[src/rtl/kws_frame_scheduler.sv]
// kws_frame_scheduler: buffers MFCC words from the front end, feeds them to
// the keyword accelerator one frame at a time, samples the accelerator result
// after a fixed latency and confirms keywords over consecutive frames.
//
// state  | meaning
// -------+----------------------------------------------------------
// IDLE   | waiting for enable with at least one full frame buffered
// FEED   | popping one word per cycle into the accelerator
// WAIT   | accelerator latency, nothing driven
// SAMPLE | result captured on the closing edge, streak updated
module kws_frame_scheduler #(
    parameter int INPUT_WIDTH = 32,
    parameter int OUTPUT_SIZE = 2,
    parameter int FRAME_LEN   = 4,
    parameter int FIFO_DEPTH  = 16,
    parameter int RESULT_LAT  = 2,
    parameter int CONFIRM_CNT = 2
) (
    input  logic                   clk,
    input  logic                   rst_n,
    input  logic                   enable,
    input  logic                   flush,
    input  logic [INPUT_WIDTH-1:0] mfcc_in,
    input  logic                   mfcc_in_valid,
    output logic                   mfcc_in_ready,
    output logic [INPUT_WIDTH-1:0] acc_mfcc,
    output logic                   acc_mfcc_valid,
    input  logic                   keyword_detected,
    input  logic [OUTPUT_SIZE-1:0] keyword_class,
    output logic                   kw_event,
    output logic [OUTPUT_SIZE-1:0] kw_class,
    output logic                   busy,
    output logic [15:0]            frame_cnt
);

    localparam int AW = $clog2(FIFO_DEPTH);
    localparam int CW = AW + 1;
    localparam int FW = $clog2(FRAME_LEN + 1);
    localparam int WW = $clog2(RESULT_LAT + 2);
    localparam int SW = $clog2(CONFIRM_CNT + 1);

    typedef enum logic [1:0] {IDLE, FEED, WAIT, SAMPLE} state_t;

    state_t                 state;
    logic [INPUT_WIDTH-1:0] mem [FIFO_DEPTH];
    logic [AW-1:0]          wr_ptr;
    logic [AW-1:0]          rd_ptr;
    logic [CW-1:0]          count;
    logic [FW-1:0]          feed_left;
    logic [WW-1:0]          wait_left;
    logic [SW-1:0]          streak;
    logic [SW-1:0]          streak_next;
    logic [OUTPUT_SIZE-1:0] last_class;
    logic                   push;
    logic                   pop;
    logic                   start;

    assign mfcc_in_ready = (count < CW'(FIFO_DEPTH));
    assign push          = mfcc_in_valid && mfcc_in_ready;
    // A frame only starts with FRAME_LEN words present and the pops during
    // FEED never exceed that, so the FIFO is never read while empty.
    assign start         = (state == IDLE) && enable && (count >= CW'(FRAME_LEN));
    assign pop           = !flush && (start || ((state == FEED) && (feed_left != '0)));
    assign busy          = (state != IDLE);

    // Buffer storage; no reset needed since count gates every read.
    always_ff @(posedge clk) begin
        if (push && !flush) begin
            mem[wr_ptr] <= mfcc_in;
        end
    end

    // Pointers and occupancy; flush wins over push and pop.
    always_ff @(posedge clk or negedge rst_n) begin
        if (!rst_n) begin
            wr_ptr <= '0;
            rd_ptr <= '0;
            count  <= '0;
        end else if (flush) begin
            wr_ptr <= '0;
            rd_ptr <= '0;
            count  <= '0;
        end else begin
            if (push) wr_ptr <= wr_ptr + AW'(1);
            if (pop)  rd_ptr <= rd_ptr + AW'(1);
            case ({push, pop})
                2'b10:   count <= count + CW'(1);
                2'b01:   count <= count - CW'(1);
                default: count <= count;
            endcase
        end
    end

    // Streak the sampled result would produce.
    always_comb begin
        streak_next = streak;
        if (keyword_detected) begin
            if (keyword_class == last_class) begin
                streak_next = (streak == SW'(CONFIRM_CNT)) ? streak : streak + SW'(1);
            end else begin
                streak_next = SW'(1);
            end
        end else begin
            streak_next = '0;
        end
    end

    // Frame sequencing, accelerator feed and keyword confirmation.
    always_ff @(posedge clk or negedge rst_n) begin
        if (!rst_n) begin
            state          <= IDLE;
            feed_left      <= '0;
            wait_left      <= '0;
            acc_mfcc       <= '0;
            acc_mfcc_valid <= 1'b0;
            streak         <= '0;
            last_class     <= '0;
            kw_event       <= 1'b0;
            kw_class       <= '0;
            frame_cnt      <= '0;
        end else begin
            kw_event <= 1'b0;
            if (flush) begin
                state          <= IDLE;
                feed_left      <= '0;
                wait_left      <= '0;
                acc_mfcc_valid <= 1'b0;
                streak         <= '0;
                last_class     <= '0;
            end else begin
                case (state)
                    IDLE: begin
                        acc_mfcc_valid <= 1'b0;
                        if (start) begin
                            acc_mfcc       <= mem[rd_ptr];
                            acc_mfcc_valid <= 1'b1;
                            feed_left      <= FW'(FRAME_LEN - 1);
                            state          <= FEED;
                        end
                    end
                    FEED: begin
                        if (feed_left != '0) begin
                            acc_mfcc       <= mem[rd_ptr];
                            acc_mfcc_valid <= 1'b1;
                            feed_left      <= feed_left - FW'(1);
                        end else begin
                            acc_mfcc_valid <= 1'b0;
                            if (RESULT_LAT == 0) begin
                                state <= SAMPLE;
                            end else begin
                                wait_left <= WW'(RESULT_LAT - 1);
                                state     <= WAIT;
                            end
                        end
                    end
                    WAIT: begin
                        acc_mfcc_valid <= 1'b0;
                        if (wait_left == '0) begin
                            state <= SAMPLE;
                        end else begin
                            wait_left <= wait_left - WW'(1);
                        end
                    end
                    SAMPLE: begin
                        acc_mfcc_valid <= 1'b0;
                        frame_cnt      <= frame_cnt + 16'd1;
                        streak         <= streak_next;
                        if (keyword_detected) begin
                            last_class <= keyword_class;
                        end
                        // A class change restarts the streak, so it counts as
                        // a fresh arrival at the threshold.
                        if ((streak_next == SW'(CONFIRM_CNT)) &&
                            ((streak != SW'(CONFIRM_CNT)) || (keyword_class != last_class))) begin
                            kw_event <= 1'b1;
                            kw_class <= keyword_class;
                        end
                        state <= IDLE;
                    end
                    default: state <= IDLE;
                endcase
            end
        end
    end

endmodule
[config.mk]
export PLATFORM = sky130hd
export DESIGN_NAME = kws_frame_scheduler
export DESIGN_NICKNAME = d
export VERILOG_FILES = /design/src/rtl/kws_frame_scheduler.sv
export SDC_FILE = /design/constraint.sdc
export NUM_CORES = 1
export LEC_CHECK = 0
export CAP_MARGIN = 40
export CELL_PAD_IN_SITES_DETAIL_PLACEMENT = 0
export CELL_PAD_IN_SITES_GLOBAL_PLACEMENT = 1
export CORE_MARGIN = 4
export CORE_UTILIZATION = 25
export DETAILED_ROUTE_END_ITERATION = 8
export HOLD_SLACK_MARGIN = 0.1
export MAX_ROUTING_LAYER = met4
export PLACE_DENSITY_LB_ADDON = 0.1
export SETUP_SLACK_MARGIN = 0.5
export SLEW_MARGIN = 20
export SYNTH_ARGS = -nofsm -noshare
export SYNTH_HDL_FRONTEND = slang
export SYNTH_SLANG_ARGS = --single-unit
[constraint.sdc]
create_clock -name clk -period 4.65 [get_ports clk]
set_input_delay 0.93 -clock clk [delete_from_list [all_inputs] [get_ports clk]]
set_output_delay 0.93 -clock clk [all_outputs]
set_load 0.01 [all_outputs]
==> results of run 1 <==
-- per-layer routing --
metal / wire, um / vias to the layer above / global-route usage
met1: 27200 / 5776 / 0.167
met5: 0 / - / -
met2: 26600 / 200 / 0.187
met4: 1250 / 0 / 0.0320
met3: 2250 / 92 / 0.0255
li1: - / 4684 / -
-- critical path, stage by stage (launching register included) --
cell and delay [ns]:
dfrtp_1 0.39, inv_1 0.12, ha_1 0.58, inv_2 0.11, o32a_1 0.46, or2_1 0.29, inv_1 0.07, ha_1 0.27
nor4b_1 0.17, a2111o_1 0.38, a21o_1 0.16, nand3_1 0.07
-- cell usage in the layout (no fill, tap or decap), types with 16 or more instances in the layout --
cell type / Yosys / final
clkbuf_1: 24 / 25
clkdlybuf4s50_1: 0 / 92
xnor2_1: 16 / 16
mux4_2: 160 / 160
mux2_2: 32 / 32
nor2_1: 43 / 31
nand2_1: 22 / 22
clkbuf_16: 0 / 76
buf_4: 0 / 26
edfxtp_1: 512 / 512
a21oi_1: 17 / 17
ha_1: 18 / 18
dfrtp_1: 76 / 72
inv_1: 16 / 16
-- synthesized netlist by cell type (2+ instances only) --
| cell | number |
|---|---|
| a2111oi_0 | 2 |
| a211oi_1 | 2 |
| a21o_1 | 2 |
| a21oi_1 | 17 |
| and3_1 | 4 |
| and4_1 | 2 |
| buf_1 | 7 |
| buf_2 | 8 |
| buf_6 | 11 |
| clkbuf_1 | 24 |
| dfrtp_1 | 76 |
| edfxtp_1 | 512 |
| ha_1 | 18 |
| inv_1 | 16 |
| mux2_1 | 5 |
| mux2_2 | 32 |
| mux2i_1 | 5 |
| mux4_2 | 160 |
| nand2_1 | 22 |
| nand2b_1 | 10 |
| nand3_1 | 11 |
| nand4_1 | 6 |
| nor2_1 | 43 |
| nor2b_1 | 5 |
| nor3_1 | 7 |
| nor4_1 | 2 |
| o21ai_0 | 5 |
| o21ai_1 | 3 |
| or3_1 | 3 |
| xnor2_1 | 16 |
| xor2_1 | 9 |
-- stage by stage --
| stage | utilization | cell area [um^2] |
|---|---|---|
| 3_3_place_gp | 0.283 | 25700 |
| 3_5_place_dp | 0.284 | 25700 |
| 2_1_floorplan | - | 23000 |
| 4_1_cts | 0.310 | 28100 |
| 6_report | 0.310 | 28100 |
| 5_1_grt | 0.310 | 28100 |
-- state kept, by name, indices dropped and copies added (netlist names), 2 cells and up --
signal and count:
wr_ptr 4, feed_left 3, streak 2, acc_mfcc 32
state 2, count 5, wait_left 2, last_class 2
rd_ptr 4, mem 512, kw_class 2, frame_cnt 16
-- cell families after synthesis --
family                     share of synthesized area
AOI/OAI and AO/OA                             0.0113
xor gates and xnor gates                     0.00953
adders and majority gates                    0.00981
buffers and inverters                         0.0152
DFF                                            0.752
muxes                                          0.177
and+or+nand+nor                               0.0248
-- power by group --
| group | internal (mW) | leakage (nW) | switching [mW] |
|---|---|---|---|
| registers | 6.02 | 5.59 | 0.283 |
| logic | 1.60 | 2.20 | 1.30 |
| clock network | 3.42 | 1.13 | 2.19 |
-- cell type report --
type,count,area (um^2)
inverters,17,63.8
flip-flops and latches,588,17300
multi-input cells,404,5470
repair buffers,133,1420
clock inverters,25,313
clock buffers,103,2020
well taps,1176,1470
diodes,2,5.00
fillers,8720,62500
-- worst paths after layout --
path	start	endpoint	slack, ns
hold / removal	rst_n	acc_mfcc[31]	0.26
min in group clk	frame_cnt[15]	frame_cnt[15]	0.47
setup / recovery	state[1]	count[4]	1.51
hold reg to reg	frame_cnt[15]	frame_cnt[15]	0.47
max in group asynchronous	rst_n	acc_mfcc[1]	3.38
setup reg to reg	state[1]	count[4]	1.51
==> impl_metrics.env, run 1 <==
export IMPL_outcome="finished clean"
export IMPL_cts_resized_gates=0
export IMPL_vias_per_cell=4.39
export IMPL_yosysTopAreaCell="edfxtp_1"
export IMPL_cts_buffer_depth=3
export IMPL_first_pass_iters=4
export IMPL_nets=1275
export IMPL_vias=10800
export IMPL_synth_distinct_cells=46
export IMPL_ys_ff_latch=588
export IMPL_finalCritPeriodShare=0.675
export IMPL_initial_core_util=0.254
export IMPL_slew_viol_final=0
export IMPL_die_height_um=311
export IMPL_power_leakage_nw=8.92
export IMPL_layout_setup_ws_ns=1.51
export IMPL_post_route_drc_count=0
export IMPL_place_ws_ns=1.09
export IMPL_clk_latency_ns=0.61
export IMPL_cp_data_arrival_time_ns=3.66
export IMPL_path_clk_slew_ns=0.06
export IMPL_ys_flop_type="edfxtp_1"
export IMPL_syn_area_per_cell_um2=21.7
export IMPL_antenna_found_initial=3
export IMPL_grt_start_max_net_pins=55
export IMPL_power_density_nw_per_um2=528
export IMPL_synth_yosys_seq_area_share=0.752
export IMPL_drt_wl_total_um=57400
export IMPL_drv_cap=0
export IMPL_area_delta_synth_final_pct=22.1
export IMPL_die_w_um=311
export IMPL_htree_num_levels=3
export IMPL_dp_hpwl_um=32200
export IMPL_synthArstFlopShare=0.129
export IMPL_cp_required_ns=5.17
export IMPL_cts_tree="yes"
export IMPL_post_cts_buffers=0
export IMPL_holdWs_ns=0.260
export IMPL_synthTopCellsByArea="edfxtp_1, mux4_2, dfrtp_1, mux2_2, ha_1"
export IMPL_worst_setup_path_start_kind="register"
export IMPL_dr_first_iter_drc_count=771
export IMPL_cts_buffers=73
export IMPL_cts_sinks=588
export IMPL_die_area_um2=96800
export IMPL_max_slew_margin_rel=0.470
export IMPL_finalPower_mw=14.8
export IMPL_drtAntennaViolNets=0
export IMPL_drive_gt1_frac=0.275
export IMPL_cts_root_buf="clkbuf_16"
export IMPL_rows=110
export IMPL_grt_ovfl_total=0
export IMPL_tns_ns=0
export IMPL_endpoint_kind="register"
export IMPL_layout_min_cycle_time_ns=3.14
export IMPL_placed_cells=2318
export IMPL_path_class="register to register"
export IMPL_synth_top_cell_area_share=0.669
export IMPL_synth_net_count=1118
export IMPL_hold_path_class="primary input to asynchronous set/reset pin"
export IMPL_fmax_ghz=0.319
export IMPL_ctsHoldBuffers=0
export IMPL_path_max_fanout=14
export IMPL_gr_usage_all_layers=0.122
export IMPL_portBuffers=93
export IMPL_synth_warnings=0
export IMPL_avgRoutedWirePerCell_um=23.4
export IMPL_core_area_um2=90600
export IMPL_grt_pass1_wl_um=84300
export IMPL_tightest_slew_ns=0.795
export IMPL_finalClockSkew_ns=0.0257
export IMPL_synthesis_area_um2=23000
export IMPL_synth_edf_count=512
export IMPL_ir_drop_mv=0.278
export IMPL_place_congestion=0.676
export IMPL_reg2regPathDepth=11
export IMPL_io_pins=94
export IMPL_syn_instance_count=1060
export IMPL_grt_pass1_vias=11600
export IMPL_rsz0062_at_grt="false"
export IMPL_setup_viol=0
export IMPL_hold_viol=0
export IMPL_final_instance_count_excl_fill=2448
(Power assumes the default switching activity.)
==> run 2, diff against run 1 <==
Clock period 4.65 ns to 2.9 ns, I/O delays scaled along.
==> impl_metrics.env, run 2 (synthesis results as in run 1) <==
export IMPL_path_class="register to register"
export IMPL_final_cell_mix="edfxtp_1, mux4_2, clkdlybuf4s50_1"
export IMPL_initial_core_util=0.254
export IMPL_clk_latency_ns=0.61
export IMPL_io_pins=94
export IMPL_power_leakage_nw=9.31
export IMPL_layout_commonest_cell="edfxtp_1"
export IMPL_rows=110
export IMPL_holdWs_ns=0.398
export IMPL_endpoint_kind="register"
export IMPL_avgRoutedWirePerCell_um=24.7
export IMPL_fill_cells=8635
export IMPL_dr_first_iter_drc_count=649
export IMPL_core_area_um2=90600
export IMPL_worst_setup_path_start_kind="register"
export IMPL_fin_area_um2=29000
export IMPL_grt_start_max_net_pins=45
export IMPL_portBuffers=93
export IMPL_largest_register_ffs=512
export IMPL_cts_sinks=588
export IMPL_path_clk_slew_ns=0.07
export IMPL_cts_tree="yes"
export IMPL_vias=11200
export IMPL_final_instance_count_excl_fill=2509
export IMPL_top_regs="mem: 512 flops, acc_mfcc: 32 flops, frame_cnt: 16 flops"
export IMPL_first_pass_iters=5
export IMPL_die_area_um2=96800
export IMPL_hold_path_class="primary input to asynchronous set/reset pin"
export IMPL_cts_buffer_depth=3
export IMPL_grt_ovfl_total=0
export IMPL_cp_required_ns=3.43
export IMPL_ir_drop_mv=0.406
export IMPL_rsz0062_at_grt="true"
export IMPL_fmax_ghz=0.412
export IMPL_tightest_slew_ns=0.713
export IMPL_nets=1332
export IMPL_cts_root_buf="clkbuf_16"
export IMPL_layout_min_cycle_time_ns=2.43
export IMPL_place_congestion=0.688
export IMPL_place_area_um2=26300
export IMPL_max_slew_margin_rel=0.523
export IMPL_antenna_found_initial=2
export IMPL_grt_pass1_vias=12100
export IMPL_die_height_um=311
export IMPL_vias_per_cell=4.46
export IMPL_post_route_drc_count=0
export IMPL_finalClockSkew_ns=0.0238
export IMPL_cp_data_arrival_time_ns=2.96
export IMPL_drv_cap=0
export IMPL_path_max_fanout=3
export IMPL_setup_viol=0
export IMPL_htree_num_levels=3
export IMPL_die_w_um=311
export IMPL_largest_register="mem"
export IMPL_grt_pass1_wl_um=89100
export IMPL_power_density_nw_per_um2=833
export IMPL_gr_usage_all_layers=0.131
export IMPL_area_delta_synth_final_pct=26.2
export IMPL_placed_cells=2353
export IMPL_drive_gt1_frac=0.322
export IMPL_hold_viol=0
export IMPL_dp_hpwl_um=35700
export IMPL_slew_viol_final=0
export IMPL_tns_ns=0
export IMPL_drt_wl_total_um=61900
export IMPL_outcome="finished clean"
export IMPL_drtAntennaViolNets=0
export IMPL_cts_buffers=71
export IMPL_finalCritPeriodShare=0.837
-- run 2: cell count changes in the layout (fill, tap and decap cells not counted), moves of 4 or more --
cell	before	now
buf_4	26	45
clkinv_1	9	15
clkinv_2	5	16
nor3_4	0	4
inv_2	1	6
buf_16	1	6
clkbuf_1	25	14
buf_12	14	39
ha_1	18	14
buf_6	0	5
bufinv_16	7	2
inv_1	16	11
-- run 2: timing repair --
action,CTS,global route
pin swaps,7,1
setup buffers,12,6
hold buffers,1,0
resized for setup,20,14
endpoints found under the hold margin,11,0
cloned,1,4
endpoints found under the setup margin,22,30
-- run 2: metrics by stage --
step / power, mW / setup WS [ns] / util
finish: 24.1 / 0.473 / 0.320
global route: 25.4 / 0.386 / 0.320
CTS: 24.4 / 0.470 / 0.318
floorplan: 13.3 / -0.00413 / -
detailed placement: 15.4 / -0.0832 / 0.291
global placement: 15.4 / -0.0510 / 0.291
-- run 2: report_power, final --
part / total (mW) / switching [mW] / internal (mW)
registers: 9.97 / 0.304 / 9.66
logic: 5.69 / 2.53 / 3.17
clock network: 8.49 / 3.53 / 4.96
total: 24.1 / 6.36 / 17.8
-- run 2: final timing paths --
check / startpoint / to / slack, ns / cells past startpoint
setup reg to reg: feed_left[0] / count[4] / 0.47 / 11
setup / recovery: feed_left[0] / count[4] / 0.47 / 11
hold / removal: rst_n / acc_mfcc[17] / 0.40 / 2
hold reg to reg: frame_cnt[9] / frame_cnt[9] / 0.48 / 1
min in group clk: frame_cnt[9] / frame_cnt[9] / 0.48 / 1
max in group asynchronous: rst_n / acc_mfcc[4] / 1.69 / 4
-- run 2: per-layer routing --
layer | vias up | track usage | wire, um
met5 | - | - | 0
met1 | 6112 | 0.175 | 28800
met4 | 0 | 0.0316 | 1010
met3 | 70 | 0.0248 | 2180
li1 | 4806 | - | -
met2 | 197 | 0.206 | 29900
-- run 2: final cells by class --
| class | count | area [um^2] | share of cell area |
|---|---|---|---|
| diodes | 2 | 5.00 | 0.000173 |
| well taps | 1176 | 1470 | 0.0508 |
| clock buffers | 91 | 1960 | 0.0675 |
| repair buffers | 192 | 2370 | 0.0816 |
| multi-input cells | 404 | 5570 | 0.192 |
| inverters | 17 | 63.8 | 0.00220 |
| clock inverters | 39 | 259 | 0.00894 |
| flip-flops and latches | 588 | 17300 | 0.596 |
-- run 2: worst max-delay path, cell delays in order (launching register included) --
cell      delay (ns)
dfrtp_1         0.35
inv_2           0.05
ha_4            0.15
nor2b_4         0.13
o32a_1          0.37
or2_4           0.26
inv_2           0.07
ha_4            0.21
nor4b_4         0.13
a2111o_1        0.42
a21o_1          0.19
nand3_1         0.06
==> run 3, diff against run 2 <==
Clock period 2.9 ns to 2.2 ns, I/O delays scaled along.
==> impl_metrics.env, run 3 (synthesis results as in run 1) <==
export IMPL_outcome="finished, violations left"
export IMPL_violations="negative setup slack"
export IMPL_fmax_ghz=0.413
export IMPL_r2r_end="count[4]"
export IMPL_endpoint="count[4]"
export IMPL_die_w_um=311
export IMPL_finalClockSkew_ns=0.0273
export IMPL_antenna_found_initial=4
export IMPL_worst_setup_path_start_kind="register"
export IMPL_fill_cells=8388
export IMPL_largest_register="mem"
export IMPL_area_delta_synth_final_pct=43.4
export IMPL_endpoint_kind="register"
export IMPL_regToRegSetupSlack_ns=-0.22
export IMPL_cts_buffers=72
export IMPL_htree_num_levels=3
export IMPL_place_congestion=0.704
export IMPL_path_class="register to register"
export IMPL_hold_path_class="primary input to asynchronous set/reset pin"
export IMPL_initial_core_util=0.254
export IMPL_path_clk_slew_ns=0.06
export IMPL_cts_buffer_depth=3
export IMPL_dr_first_iter_drc_count=745
export IMPL_cp_required_ns=2.73
export IMPL_critical_path_startpoint="feed_left[0]"
export IMPL_setup_viol=34
export IMPL_hold_viol=0
export IMPL_die_area_um2=96800
export IMPL_reg2reg_from="feed_left[0]"
export IMPL_cp_depth=11
export IMPL_avgRoutedWirePerCell_um=25.5
export IMPL_finalPower_mw=34.7
export IMPL_final_instance_count_excl_fill=2716
export IMPL_cp_data_arrival_time_ns=2.95
export IMPL_fin_area_um2=32900
export IMPL_rows=110
export IMPL_post_route_drc_count=0
export IMPL_drtAntennaViolNets=0
export IMPL_place_ws_ns=-0.467
export IMPL_power_density_nw_per_um2=1050
export IMPL_core_area_um2=90600
export IMPL_gr_usage_all_layers=0.145
export IMPL_slew_viol_final=0
export IMPL_path_buf_inv=2
export IMPL_dp_hpwl_um=36800
export IMPL_layout_commonest_cell="edfxtp_1"
export IMPL_die_height_um=311
export IMPL_nets=1535
export IMPL_ir_drop_mv=0.538
export IMPL_cts_tree="yes"
export IMPL_layout_min_cycle_time_ns=2.42
export IMPL_drive_gt1_frac=0.451
export IMPL_slowest_stage="a2111o_1"
export IMPL_max_slew_margin_rel=0.614
export IMPL_slowest_delay_ns=0.40
export IMPL_crit_family="compound AO/OA/AOI/OAI gates"
export IMPL_final_cell_mix="edfxtp_1, mux4_2, buf_12"
export IMPL_grt_pass1_wl_um=97700
export IMPL_critical_path_cell_chain="inv_2, ha_4, nor2b_4, o32a_1, or2_4, inv_2, ha_4, nor4b_4, a2111o_1, a21o_1, nand3_1"
export IMPL_grt_ovfl_total=0
export IMPL_finalCritPeriodShare=1.10
export IMPL_vias_per_cell=4.45
export IMPL_path_max_fanout=3
export IMPL_io_pins=94
export IMPL_drt_wl_total_um=69100
export IMPL_tightest_slew_ns=0.578
export IMPL_largest_register_ffs=512
export IMPL_grt_start_max_net_pins=36
export IMPL_reg2regPathDepth=11
export IMPL_place_area_um2=27100
export IMPL_vias=12100
export IMPL_placed_cells=2405
export IMPL_fin_util=0.364
export IMPL_grt_pass1_vias=12800
export IMPL_cts_root_buf="clkbuf_16"
export IMPL_first_pass_iters=5
export IMPL_power_leakage_nw=11.3
export IMPL_rsz0062_at_grt="true"
export IMPL_cts_sinks=588
export IMPL_layout_setup_ws_ns=-0.219
export IMPL_top_regs="mem: 512 flops, acc_mfcc: 32 flops, frame_cnt: 16 flops"
export IMPL_clk_latency_ns=0.62
export IMPL_portBuffers=93
export IMPL_drv_cap=0
==> run 3: changes by cell type in the layout (fill, tap and decap cells not counted), sizes merged <==
cell,delta
buf,+225
bufinv,+7
diode,+2
clkinv,-5
dlymetal6s2s,+15
clkdlybuf4s50,-53
clkdlybuf4s15,+10
clkinvlp,+3
clkbuf,+3
==> run 3: per-layer routing <==
metal / up-vias / wire length [um] / track usage / share of wire
li1: 5257 / - / - / -
met1: 6495 / 31600 / 0.192 / 0.46
met2: 235 / 34000 / 0.234 / 0.49
met3: 87 / 2270 / 0.0246 / 0.033
met4: 0 / 1310 / 0.0350 / 0.019
met5: - / 0 / - / 0
==> run 3: layout make-up <==
cell class                 count  area [um^2]  area share
sequential                   588        17300       0.525
multi-input combinational    404         5880       0.178
timing repair buffer         394         5820       0.177
clock buffer                  89         1920      0.0582
tap                         1176         1470      0.0447
clock inverter                44          489      0.0148
inverter                      17         66.3     0.00201
antenna                        4         10.0    0.000304
==> run 3: worst min-delay path by stage <==
| stage | start | endpoint | slack (ns) | cells after the start |
|---|---|---|---|---|
| finish | rst_n | count[3] | 0.34 | 2 |
| CTS | rst_n | count[2] | 0.34 | 2 |
| global route | rst_n | count[3] | 0.37 | 2 |
| global placement | rst_n | count[2] | 0.45 | 1 |
| detailed placement | rst_n | count[2] | 0.45 | 1 |
| floorplan | rst_n | acc_mfcc[0] | 0.14 | 0 |
==> run 3: what timing repair did <==
item,CTS,global route
hold buffers,1,0
pin swaps,20,14
setup buffers,101,19
setup endpoints to repair,624,599
hold endpoints to repair,26,0
gates resized for setup,303,63
cloned,45,8
==> run 3: where the power goes <==
part | switching (mW) | internal (mW) | leakage, nW
clock network | 4.70 | 7.29 | 1.16
logic | 3.92 | 5.74 | 4.54
registers | 0.345 | 12.7 | 5.59
total | 8.96 | 25.8 | 11.3
==> run 3: stage by stage <==
step	setup TNS, ns	hold WS (ns)
2_1_floorplan	-8.82	0.144
3_3_place_gp	-113.86	0.450
3_5_place_dp	-106.72	0.446
4_1_cts	-4.60	0.339
5_1_grt	-5.69	0.368
6_report	-4.22	0.339
